`src/rtl/j_control.sv`:
```
// ---------------------------------------------------------------------------
// j_control
//
// Jump control for a simple pipelined datapath. It decides whether the
// instruction in decode redirects the PC, selects the next PC, and keeps a
// small amount of registered status about recent jumps.
//
// Ports:
//   clk        in   1  rising-edge clock for all state
//   rst_n      in   1  asynchronous active-low reset
//   jump       in   1  unconditional jump instruction decoded
//   jumpC      in   1  conditional jump instruction decoded
//   neq        in   1  condition select: 1 = jump-if-not-equal, 0 = jump-if-equal
//   zero       in   1  ALU zero flag: 1 = operands equal
//   pc_inc     in   8  sequential next PC (PC+1)
//   target     in   8  jump target address
//   saidaA     out  1  combinational jump-taken select
//   pc_next    out  8  combinational next PC
//   flush      out  1  registered flush, high the cycle after a taken jump
//   conflict   out  1  registered flag: jump and jumpC both high last cycle
//   taken_cnt  out  8  registered saturating count of taken jumps
// ---------------------------------------------------------------------------
module j_control (
  input  logic       clk,
  input  logic       rst_n,
  input  logic       jump,
  input  logic       jumpC,
  input  logic       neq,
  input  logic       zero,
  input  logic [7:0] pc_inc,
  input  logic [7:0] target,
  output logic       saidaA,
  output logic [7:0] pc_next,
  output logic       flush,
  output logic       conflict,
  output logic [7:0] taken_cnt
);

  logic       taken;
  logic       flush_d;
  logic       flush_q;
  logic       conflict_d;
  logic       conflict_q;
  logic [7:0] taken_cnt_d;
  logic [7:0] taken_cnt_q;

  // Jump decision and PC select. The conditional branch is taken when the
  // equality result disagrees with the "not equal" select, i.e. neq XOR zero.
  // An unconditional jump wins over everything, including a simultaneous
  // conditional jump. This path is purely combinational and is deliberately
  // independent of reset so the PC mux keeps working while state is cleared.
  always_comb begin
    taken   = jump | (jumpC & (neq ^ zero));
    pc_next = taken ? target : pc_inc;
  end

  // Next-state values for the status registers. The flush follows the taken
  // decision by one cycle, so back-to-back jumps keep it high continuously.
  // The counter holds at 8'hFF instead of wrapping so a long run of jumps
  // still reads as "many" rather than collapsing back to zero.
  always_comb begin
    flush_d     = taken;
    conflict_d  = jump & jumpC;
    taken_cnt_d = taken_cnt_q;
    if (taken && (taken_cnt_q != 8'hFF)) begin
      taken_cnt_d = taken_cnt_q + 8'd1;
    end
  end

  // Status registers. Reset clears them immediately, including a pending
  // flush and a saturated count; the first update after release happens on
  // the first rising edge that sees rst_n high.
  always_ff @(posedge clk or negedge rst_n) begin
    if (!rst_n) begin
      flush_q     <= 1'b0;
      conflict_q  <= 1'b0;
      taken_cnt_q <= 8'h00;
    end else begin
      flush_q     <= flush_d;
      conflict_q  <= conflict_d;
      taken_cnt_q <= taken_cnt_d;
    end
  end

  assign saidaA    = taken;
  assign flush     = flush_q;
  assign conflict  = conflict_q;
  assign taken_cnt = taken_cnt_q;

endmodule

```
`config.mk`:
```
export PLATFORM = sky130hd
export DESIGN_NAME = j_control
export DESIGN_NICKNAME = d
export VERILOG_FILES = /design/src/rtl/j_control.sv
export SDC_FILE = /design/constraint.sdc
export NUM_CORES = 1
export LEC_CHECK = 0
export CELL_PAD_IN_SITES_DETAIL_PLACEMENT = 1
export CELL_PAD_IN_SITES_GLOBAL_PLACEMENT = 1
export CORE_UTILIZATION = 24
export CTS_CLUSTER_SIZE = 12
export DETAILED_ROUTE_END_ITERATION = 16
export PLACE_DENSITY = 0.77
export RECOVER_POWER = 50
export SLEW_MARGIN = 15
export SYNTH_ARGS = -nofsm -noshare
export SYNTH_HDL_FRONTEND = slang
export SYNTH_SLANG_ARGS = --single-unit
```
`constraint.sdc`:
```
create_clock -name clk -period 1.7 [get_ports clk]
set_clock_uncertainty 0.05 [all_clocks]
set_input_delay 0.17 -clock clk [delete_from_list [all_inputs] [get_ports clk]]
set_output_delay 0.17 -clock clk [all_outputs]
set_load 0.01 [all_outputs]
```
==> metrics.txt <==
Final setup violation count=0; ANT cells=0; Core Region=2450 sq um; FF-to-FF Start=taken_cnt[0]; placed cell areas=1070 sq um; worst hold margin=232 ps; mapped cell area=623 sq um; Worst R2R Path Depth=4; Worst Tran Pin Value=483 ps; routed len/inst=13.5 um; critical path type=in -> out; Initial Utilization=25.4%; Top-Level Pins=41; DR iter-0 viols=3; Reg2Reg Capture Point=taken_cnt[1]; hold crit path type=in -> async; layout overhead on the synthesized area=77.9%; register area=250 sq um; GRT Overall Usage=15.6%; crit path max fanout=4; synth unique cells=25; post-detail-place hpwl=1.54 mm; Die X=53.0 um; fillers=306; via count of the first global-routing pass=728; largest net degree at the start of global routing=11; Buffers on Ports=40; Max Freq=622 MHz; die area=2800 sq um; Compound-Gate Fraction of Synth Area=11.2%; initial antenna violation count=0; CTS HTree Levels=1; status=finished clean; total number of vias=695; routability-driven placement congestion ratio=0.777; Post-Synth Adder-Cell Area=2.01%; period utilisation layout=94.5%; # nets final=142; grt ovf=0; Slew HR=67.7%; layout cells sized above 1=14.4%; post-synthesis simple-gate area fraction=31.3%; Worst setup SP type=input port; top-area cell type share of the netlist area=40.2%; total power draw=1.41 mW; PwrDens=1270 nW/um^2; global-route wire length before repair=3.13 mm; fin area=1110 sq um; Skew-Pair Late Insertion Delay=280 ps; via/cell ratio=4.70; multi-input logic area=332 sq um; main combinational cell family by area after synthesis=simple AND/OR/NAND/NOR gates; Synth area leader=dfrtp_1; Pleak=0.518 nW; clk slew on worst S/H paths=70 ps; post-synthesis mux area share=5.62%; DR pass1 iterations=4; Worst Setup End Kind=output port; crit path DAT=1390 ps; Chip Height=53.0 um; total negative slack=0 ps; warnings from Yosys=0; Syn Area/Cell=8.90 sq um; Max clock buf depth=2; final hold vios=0; top cells by area, synth=dfrtp_1, nand2_1, xor2_1; Seq cells post-synth=10; Synth Instances=70; unrepaired setup endpoints after global routing=no; syn_nets=93; Synth Area in XOR/XNOR=4.22%; sequential share of the synthesized area=40.2%; Final Instance Count excl. Fillers=148; cell total after placement=142; VDD IR max=0.728 mV; row count=18; reg2reg setup slack=230 ps; clk root buf=clkbuf_4; Max-cap violations=0; data required time of the worst path=1480 ps; DR DRC count=0; hold_buf cts=0; Post-Route WL=2.00 mm; clock sink count=10; ANT nets after route=0; cts bufs inserted=3; CTS tree=built; fin crit period=1610 ps; Slew Viols, Final=0
-- metrics by stage --
stage                     utilization (%)  setup WS, ps
after detailed placement             43.5          -434
after floorplan                         -           172
final                                45.2          93.2
after CTS                            45.7          14.8
after global placement               43.5          -358
after global routing                 45.2          19.2
-- registers in the layout, indices dropped and copies added (netlist names) --
name	flops
flush	1
taken_cnt	8
conflict	1
-- layout make-up --
| type | count | area share, % |
|---|---|---|
| Timing Repair Buffer | 46 | 39.6 |
| Tap cell | 30 | 3.39 |
| Multi-Input combinational cell | 55 | 29.9 |
| Inverter | 3 | 1.24 |
| Sequential cell | 10 | 22.6 |
| Clock buffer | 4 | 3.27 |
-- logic make-up (layout without fill, tap and decap cells) --
logic type                 after synthesis  count (layout)
adders and majority gates                1               1
and+or+nand+nor                         39              39
buffers and inverters                    5              53
AOI/OAI and AO/OA                        9               9
xor gates and xnor gates                 3               3
DFF                                     10              10
muxes                                    3               3
-- layout by cell type (no fill, tap or decap), drive strengths merged --
| cell | count |
|---|---|
| a21boi | 2 |
| a21oi | 4 |
| a31oi | 2 |
| and2 | 3 |
| and4 | 1 |
| buf | 5 |
| clkbuf | 5 |
| clkdlybuf4s15 | 2 |
| clkdlybuf4s50 | 26 |
| dfrtp | 10 |
| dlygate4sd2 | 9 |
| dlygate4sd3 | 3 |
| ha | 1 |
| inv | 3 |
| mux2 | 1 |
| mux2i | 2 |
| nand2 | 24 |
| nand3 | 2 |
| nand4 | 3 |
| nor2 | 3 |
| nor2b | 1 |
| nor3 | 1 |
| nor4 | 1 |
| o21bai | 1 |
| xor2 | 3 |
-- synthesized netlist by cell type --
library cell   n
a21boi_0       1
buf_6          2
mux2i_1        2
nor2b_1        1
a21oi_2        1
a21oi_1        2
and4_4         1
nor3_1         1
a31oi_1        2
nor4_4         1
nand4_1        3
a21oi_4        1
a21boi_1       1
nand2_1       24
dfrtp_1       10
xor2_1         3
and2_4         1
nor2_1         3
mux2_4         1
inv_1          2
ha_1           1
inv_2          1
and2_1         2
nand3_1        2
o21bai_1       1
-- critical path: stages --
cell             delay, ps
clkdlybuf4s50_1        450
a21oi_4                250
buf_6                  150
nand2_1                 50
nand2_1                 40
dlygate4sd2_1          270
-- metal layers --
metal | track usage (%) | share of wire (%)
met1 | 17.0 | 41
met2 | 27.6 | 45
met3 | 3.74 | 12
met4 | 7.89 | 1.7
met5 | 0 | 0
-- repair_timing --
action | CTS | global route
setup buffers | 2 | 0
pin swaps | 2 | 1
resized for setup | 16 | 2
endpoints found under the setup margin | 9 | 4
-- worst max path at each step --
stage,slack [ps],endpoint,from,cells after the start
after floorplan,170,taken_cnt[1],taken_cnt[0],4
after global placement,-360,pc_next[7],neq,7
after global routing,20,pc_next[5],jumpC,6
after detailed placement,-430,pc_next[1],neq,7
final,90,pc_next[4],jumpC,6
after CTS,10,pc_next[1],jumpC,6
-- report_power, final --
part / leakage, nW / switching [mW] / internal, mW
logic: 0.381 / 0.293 / 0.411
clock network: 0.0210 / 0.0923 / 0.131
registers: 0.116 / 0.140 / 0.339
(Power assumes the default switching activity.)
